===== config.mk =====
export PLATFORM = sky130hd
export DESIGN_NAME = seq_multiplier_flat
export DESIGN_NICKNAME = d
export VERILOG_FILES = /design/src/rtl/seq_multiplier_if.sv /design/src/rtl/seq_multiplier.sv /design/src/flat_wrapper.sv
export SDC_FILE = /design/constraint.sdc
export NUM_CORES = 1
export LEC_CHECK = 0
export CORE_MARGIN = 3
export CORE_UTILIZATION = 55
export DETAILED_ROUTE_END_ITERATION = 16
export PLACE_DENSITY = 0.86
export SLEW_MARGIN = 25
export SYNTH_ARGS = -nofsm -noshare
export SYNTH_HDL_FRONTEND = slang
export SYNTH_SLANG_ARGS = --single-unit

===== constraint.sdc =====
create_clock -name clk -period 6.1 [get_ports clk]
set_input_delay 1.83 -clock clk [delete_from_list [all_inputs] [get_ports clk]]
set_output_delay 1.83 -clock clk [all_outputs]
set_load 0.1 [all_outputs]

===== src/rtl/seq_multiplier_if.sv =====
// rtl/seq_multiplier_if.sv - operand/result bundle between a multiply requester and seq_multiplier
interface seq_multiplier_if #(
    parameter int WIDTH = 16
) ();
    logic                 start;
    logic [WIDTH-1:0]     A;
    logic [WIDTH-1:0]     B;
    logic                 busy;
    logic                 done;
    logic [2*WIDTH-1:0]   P;

    modport master (
        output start,
        output A,
        output B,
        input  busy,
        input  done,
        input  P
    );

    modport slave (
        input  start,
        input  A,
        input  B,
        output busy,
        output done,
        output P
    );
endinterface


===== src/rtl/seq_multiplier.sv =====
// rtl/seq_multiplier.sv - unsigned shift-add multiplier, one partial product per clock
module seq_multiplier #(
    parameter int WIDTH = 16
) (
    input  logic                clk,
    input  logic                rst_n,
    seq_multiplier_if.slave     bus
);
    localparam int CW = $clog2(WIDTH + 1);

    typedef enum logic [1:0] {
        S_IDLE,
        S_RUN,
        S_DONE
    } state_t;

    state_t               state_q;
    logic [WIDTH-1:0]     a_q;
    logic [WIDTH-1:0]     b_q;
    logic [2*WIDTH-1:0]   acc_q;
    logic [CW-1:0]        cnt_q;
    logic [2*WIDTH-1:0]   p_q;
    logic                 busy_q;
    logic                 done_q;

    logic [WIDTH-1:0]     addend;
    logic [WIDTH:0]       sum;
    logic [2*WIDTH-1:0]   acc_d;
    logic [CW-1:0]        cnt_d;
    logic                 last_iter;

    // The carry of the high-half add becomes the new MSB after the shift,
    // so an all-ones operand pair never loses its top bit.
    always_comb begin
        addend    = b_q[0] ? a_q : '0;
        sum       = {1'b0, acc_q[2*WIDTH-1:WIDTH]} + {1'b0, addend};
        acc_d     = {sum, acc_q[WIDTH-1:1]};
        cnt_d     = cnt_q + CW'(1);
        last_iter = (cnt_q == CW'(WIDTH - 1));
    end

    always_ff @(posedge clk or negedge rst_n) begin
        if (!rst_n) begin
            state_q <= S_IDLE;
            a_q     <= '0;
            b_q     <= '0;
            acc_q   <= '0;
            cnt_q   <= '0;
            p_q     <= '0;
            busy_q  <= 1'b0;
            done_q  <= 1'b0;
        end else begin
            case (state_q)
                S_IDLE, S_DONE: begin
                    done_q <= 1'b0;
                    if (bus.start) begin
                        a_q     <= bus.A;
                        b_q     <= bus.B;
                        acc_q   <= '0;
                        cnt_q   <= '0;
                        busy_q  <= 1'b1;
                        state_q <= S_RUN;
                    end else begin
                        busy_q  <= 1'b0;
                        state_q <= S_IDLE;
                    end
                end
                S_RUN: begin
                    acc_q <= acc_d;
                    b_q   <= b_q >> 1;
                    cnt_q <= cnt_d;
                    // Fixed iteration count: no early exit on zero multiplier bits.
                    if (last_iter) begin
                        p_q     <= acc_d;
                        busy_q  <= 1'b0;
                        done_q  <= 1'b1;
                        state_q <= S_DONE;
                    end
                end
                default: begin
                    busy_q  <= 1'b0;
                    done_q  <= 1'b0;
                    state_q <= S_IDLE;
                end
            endcase
        end
    end

    assign bus.busy = busy_q;
    assign bus.done = done_q;
    assign bus.P    = p_q;
endmodule

===== src/flat_wrapper.sv =====
// flat-port wrapper written by rule: the top's interface ports become plain ports
module seq_multiplier_flat 
#(
    parameter int WIDTH = 16
)
  (clk, rst_n, bus_start, bus_A, bus_B, bus_busy, bus_done, bus_P);
  seq_multiplier_if #(.WIDTH(WIDTH)) bus_i ();
  input  logic clk;
  input  logic rst_n;
  input wire logic [$bits(bus_i.start)-1:0] bus_start;
  input wire logic [$bits(bus_i.A)-1:0] bus_A;
  input wire logic [$bits(bus_i.B)-1:0] bus_B;
  output wire logic [$bits(bus_i.busy)-1:0] bus_busy;
  output wire logic [$bits(bus_i.done)-1:0] bus_done;
  output wire logic [$bits(bus_i.P)-1:0] bus_P;
  assign bus_i.start = bus_start;
  assign bus_i.A = bus_A;
  assign bus_i.B = bus_B;
  assign bus_busy = bus_i.busy;
  assign bus_done = bus_i.done;
  assign bus_P = bus_i.P;
  seq_multiplier #(.WIDTH(WIDTH)) u_core (.clk(clk), .rst_n(rst_n), .bus(bus_i));
endmodule

==> results.toml, run 1 <==
[critical_path]
reg2reg_depth = 9
cp_slowest_stage_delay_ns = 1.18
end_kind = "output port"
start_kind = "register"
required_ns = 4.27
reg2reg_to = "u_core.acc_q[29]$_DFFE_PN0P_"
critPathMaxFanout = 5
path_depth = 1
reg2reg_from = "u_core.b_q[0]$_DFFE_PN0P_"
critPathBufInv = 1
r2r_setup_slack_ns = 3.14
critPathSlowestCell = "clkdlybuf4s50_1"
path_cells = "clkdlybuf4s50_1"
crit_start = "u_core.state_q[0]$_DFFE_PN0P_"
cp.arrival_ns = 2.03
path_class = "register to output port"
critPathTopFamily = "buffers and inverters"
crit_end = "bus_busy"

[routing]
first_pass_iters = 5
drcViolationCount = 0
route.vias.total = 3668
viasPerCell = 5.55
wl_per_cell_um = 15.2
drt_iter0_markers = 278
routed_wl_um = 10000
drtAntennaViolNets = 0

[logic_synthesis]
synth_common_cells = "167 x nand2_1, 102 x dfrtp_1, 36 x o21ai_0"
yosys.cell_types.count = 36
ys_top_cells_by_area = "dfrtp_1 55%, nand2_1 13%, ha_1 4.8%"
syn_area_um2 = 4680
ys_ff_latch = 102
synthCells = 491
synth_edf_count = 0
ys_warn_count = 0
synth_top_flop_cell = "dfrtp_1"
avgSynthCellArea_um2 = 9.54
synth_top_area_cell = "dfrtp_1"
yosys.area.top_type_share_pct = 54.5
ys_async_sr_fraction_pct = 100
yosysSeqAreaShare_pct = 54.5
post-synth-top-count-cell = "nand2_1"
synth_nets = 545

[timing]
finalCritPeriodShare_pct = 63.2
slew_headroom_pct = 34.9
tightest_slew_ns = 0.973
final.setup_skew_ns = 0.0142
fmax_mhz = 259
period_needed_ns = 3.86
rsz0062_at_grt = "false"
maxSlewViolCount = 0
fin_tns_setup_ns = 0
setup_violations = 0
hold_viol = 0

[grt]
grt_max_degree = 57
antenna_found_initial = 0
grt_use_total_pct = 21.3
grt_pass1_vias = 3545
gr-total-overflow = 0
grt_pass1_wl_um = 16700

[cells_and_area]
fillCellCount = 660
area_delta_synth_final_pct = 20.9
nets = 605
fin_cells = 661
antenna_cells = 0
layout-drive-gt1-share_pct = 5.94

[clock_network]
numClockSinks = 102
post-cts-setup-buffer-count = 0
htree_levels = 3
clkLatencyLatePin_ns = 0.37
postCtsHoldBufs = 0
post_cts_resized = 0
max-clock-path-buffers = 2
cts_tree = "built"
cts_buffers = 9
root_buffer = "clkbuf_8"
cts.clk_slew.worst_paths_ns = 0.10

[placement]
port_buffers = 68
routabilityCongestion = 0.882
placedCellCount = 644
dp_hpwl_um = 6910

[floorplan]
rows = 33
die_y_um = 98.3
start_util_pct = 56.7
io_pins = 69
die_area_um2 = 9660
die_w_um = 98.3
core_area_um2 = 8260

[outcome]
run_status = "finished clean"

[job]
maxCapViolCount = 0

[min_path]
hp-class = "register to register"
## cells in the final DEF (no fill, tap or decap), types with 3 or more instances in the layout
cell             netlist  final
ha_1                  18     18
nand2_1              167    167
xnor2_1                5      5
a32o_1                 3      3
dfrtp_1              102    102
xor2_1                 5      5
inv_1                  3      3
a22oi_1               15     15
clkbuf_8               0      9
nand3_1                4      4
a21o_1                 5      5
a31o_2                 3      3
nor2_1                15     14
and3_1                 3      3
clkdlybuf4s50_1        0     67
buf_4                  0      5
o21ai_0               36     36
and2_1                19     19
a21oi_1               16     16
nor3_1                 4      4
a22o_1                18     18
or3_1                  3      3
o21bai_1               3      3
## final cells by class
class | instances | area [µm²] | area share (%)
Sequential cell | 102 | 2550 | 45.1
Timing Repair Buffer | 73 | 736 | 13.0
Clock buffer | 9 | 124 | 2.19
Inverter | 3 | 11.3 | 0.199
Clock inverter | 7 | 63.8 | 1.13
Tap cell | 105 | 131 | 2.32
Multi-Input combinational cell | 362 | 2040 | 36.1
## tightest hold or removal path: stages (launching register included)
cell and delay, ns:
dfrtp_1 0.35, nand2_1 0.05, nand2_1 0.05
## worst min-delay path by stage
stage,start,to,slack (ns),cells after the start
final,u_core.a_q[5]$_DFFE_PN0P_,u_core.a_q[5]$_DFFE_PN0P_,0.48,2
after global routing,u_core.bus.P[13]$_DFFE_PN0P_,u_core.bus.P[13]$_DFFE_PN0P_,0.50,2
after CTS,u_core.a_q[6]$_DFFE_PN0P_,u_core.a_q[6]$_DFFE_PN0P_,0.48,2
after detailed placement,u_core.a_q[6]$_DFFE_PN0P_,u_core.a_q[6]$_DFFE_PN0P_,0.46,2
after global placement,u_core.a_q[1]$_DFFE_PN0P_,u_core.a_q[1]$_DFFE_PN0P_,0.45,2
after floorplan,u_core.a_q[13]$_DFFE_PN0P_,u_core.a_q[13]$_DFFE_PN0P_,0.44,2
## through the flow
step / area, µm² / util [%] / worst slack [ns] / hold slack [ns]
2_1_floorplan: 4680 / - / 3.25 / 0.437
3_3_place_gp: 5440 / 65.9 / 2.45 / 0.452
3_5_place_dp: 5440 / 65.9 / 2.41 / 0.457
4_1_cts: 5630 / 68.2 / 2.22 / 0.482
5_1_grt: 5660 / 68.5 / 2.18 / 0.503
6_report: 5660 / 68.5 / 2.24 / 0.477
## cell families (layout without fill, tap and decap cells)
kind of cell	count (synthesis)	count (layout)	share of synthesized area (%)
muxes	2	2	0.428
buffers and inverters	27	92	2.16
DFF	102	102	54.5
and+or+nand+nor	223	223	19.9
AOI/OAI and AO/OA	108	108	15.9
xor gates and xnor gates	10	10	1.87
adders and majority gates	19	19	5.24
## state kept, by name, summed over array words and instances, names as in the netlist
| signal | flops |
|---|---|
| u_core.bus.P | 32 |
| u_core.bus.done | 1 |
| u_core.a_q | 16 |
| u_core.acc_q | 31 |
| u_core.state_q | 1 |
| u_core.cnt_q | 5 |
| u_core.b_q | 16 |
## layer usage
metal / wire length, µm / up-vias / part of all wire (%) / track usage [%]
met3: 535 / 16 / 5.3 / 4.57
met1: 4460 / 1737 / 44 / 29.4
met5: 0 / - / 0 / 0
met2: 4890 / 125 / 49 / 34.2
met4: 161 / 0 / 1.6 / 6.41
li1: - / 1790 / - / -
Power of run 1 is left out: the tool's default activity adds up to more than one toggle a clock period on the data nets, which glitch-free logic cannot reach.
==> run 2, diff against run 1 <==
- CORE_UTILIZATION: 55 -> 49
- PLACE_DENSITY: 0.86 -> 0.81
- clock period: 6.1 -> 3.19 ns (I/O delays scaled with it)
==> results.toml, run 2 (same netlist as run 1, synthesis figures left out) <==
[outcome]
run_status = "finished clean"

[routing]
routed_wl_um = 10500
drtAntennaViolNets = 0
drcViolationCount = 0
wl_per_cell_um = 15.3
first_pass_iters = 4
drt_iter0_markers = 145
route.vias.total = 3688
viasPerCell = 5.37

[min_path]
hold_path_startpoint = "u_core.a_q[12]$_DFFE_PN0P_"
whs_endpoint = "u_core.a_q[12]$_DFFE_PN0P_"
hold_path_depth = 2
hp-class = "register to register"

[clock_network]
clkLatencyLatePin_ns = 0.37
max-clock-path-buffers = 2
htree_levels = 3
cts_buffers = 9
postCtsHoldBufs = 0
post-cts-setup-buffer-count = 0
root_buffer = "clkbuf_8"
post_cts_resized = 0
cts.clk_slew.worst_paths_ns = 0.10
cts_tree = "built"
numClockSinks = 102

[critical_path]
cp.arrival_ns = 3.04
cp_slowest_stage_delay_ns = 0.43
start_kind = "register"
path_cells = "and2_1 > ha_1 > fa_1 > a211oi_2 > nor2_1 > o31ai_1 > a21oi_1 > or3_1 > a32o_1"
reg2reg_depth = 9
required_ns = 3.44
critPathSlowestCell = "fa_1"
r2r_setup_slack_ns = 0.40
path_class = "register to register"
reg2reg_from = "u_core.a_q[0]$_DFFE_PN0P_"
end_kind = "register"
reg2reg_to = "u_core.acc_q[29]$_DFFE_PN0P_"
critPathMaxFanout = 3

[floorplan]
die_y_um = 104
die_area_um2 = 10800
io_pins = 69
rows = 35
start_util_pct = 50.4
die_w_um = 104
core_area_um2 = 9280

[placement]
port_buffers = 68
dp_hpwl_um = 7470
routabilityCongestion = 0.855

[grt]
antenna_found_initial = 0
gr-total-overflow = 0
grt_pass1_wl_um = 18000
grt_max_degree = 57
grt_pass1_vias = 3629
grt_use_total_pct = 20.4

[cells_and_area]
nets = 607
layout_common_cells = "167 x nand2_1, 102 x dfrtp_1, 41 x buf_4"
antenna_cells = 0
layout-drive-gt1-share_pct = 12.4
largest_reg_flops = 32
layout_commonest_cell = "nand2_1"
area_delta_synth_final_pct = 20.4

[timing]
fin_tns_setup_ns = 0
tightest_slew_ns = 0.746
maxSlewViolCount = 0
fmax_mhz = 358
hold_viol = 0
rsz0062_at_grt = "false"
finalCritPeriodShare_pct = 87.6
period_needed_ns = 2.79
final.setup_skew_ns = 0.0165
setup_violations = 0
slew_headroom_pct = 50.1

[job]
maxCapViolCount = 0
-- run 2: cell types whose count changed in the layout (fill, tap and decap cells not counted) --
cell / change
nor2b_4: +1
bufinv_16: +1
clkinv_2: +1
clkinvlp_4: -2
inv_6: -1
buf_16: -1
inv_8: +1
clkdlybuf4s50_1: -34
buf_4: +36
nor2b_2: -1
buf_12: +1
-- run 2: metrics by stage --
step / cells / setup slack, ns / hold WS (ns) / area [µm²] / utilization, %
6_report: 687 / 0.397 / 0.476 / 5640 / 60.7
5_1_grt: 687 / 0.254 / 0.498 / 5640 / 60.7
4_1_cts: 687 / 0.451 / 0.481 / 5640 / 60.7
3_5_place_dp: 671 / 0.376 / 0.455 / 5430 / 58.5
3_3_place_gp: 671 / 0.439 / 0.450 / 5430 / 58.5
2_1_floorplan: 491 / 0.485 / 0.437 / 4680 / -
-- run 2: worst max-delay path by stage --
stage	startpoint	endpoint	slack, ns	depth (start not counted)
2_1_floorplan	u_core.b_q[0]$_DFFE_PN0P_	u_core.acc_q[29]$_DFFE_PN0P_	0.48	10
3_3_place_gp	bus_start	u_core.cnt_q[2]$_DFFE_PN0P_	0.44	6
3_5_place_dp	bus_start	u_core.cnt_q[2]$_DFFE_PN0P_	0.38	6
4_1_cts	u_core.a_q[0]$_DFFE_PN0P_	u_core.acc_q[29]$_DFFE_PN0P_	0.45	9
5_1_grt	u_core.a_q[0]$_DFFE_PN0P_	u_core.acc_q[29]$_DFFE_PN0P_	0.25	9
6_report	u_core.a_q[0]$_DFFE_PN0P_	u_core.acc_q[29]$_DFFE_PN0P_	0.40	9
-- run 2: worst max-delay path: cells and delay by family, from the launching register on --
family                     cells  cell delay [ns]
AOI/OAI and AO/OA              4             1.04
adders and majority gates      2             0.63
DFF                            1             0.39
and+or+nand+nor                3             0.63
-- run 2: cell type report --
cell class	instances	area [µm²]
Sequential cell	102	2550
Clock buffer	9	124
Fill cell	844	3640
Clock inverter	7	86.3
Tap cell	129	161
Inverter	3	11.3
Timing Repair Buffer	75	658
Multi-Input combinational cell	362	2050
-- run 2: metal layers --
metal / track usage, % / vias up / wire (µm)
li1: - / 1796 / -
met1: 29.5 / 1792 / 4980
met2: 32.0 / 90 / 4950
met3: 3.36 / 10 / 487
met4: 5.70 / 0 / 91
met5: 0 / - / 0
Power of run 2 is left out for the same reason.
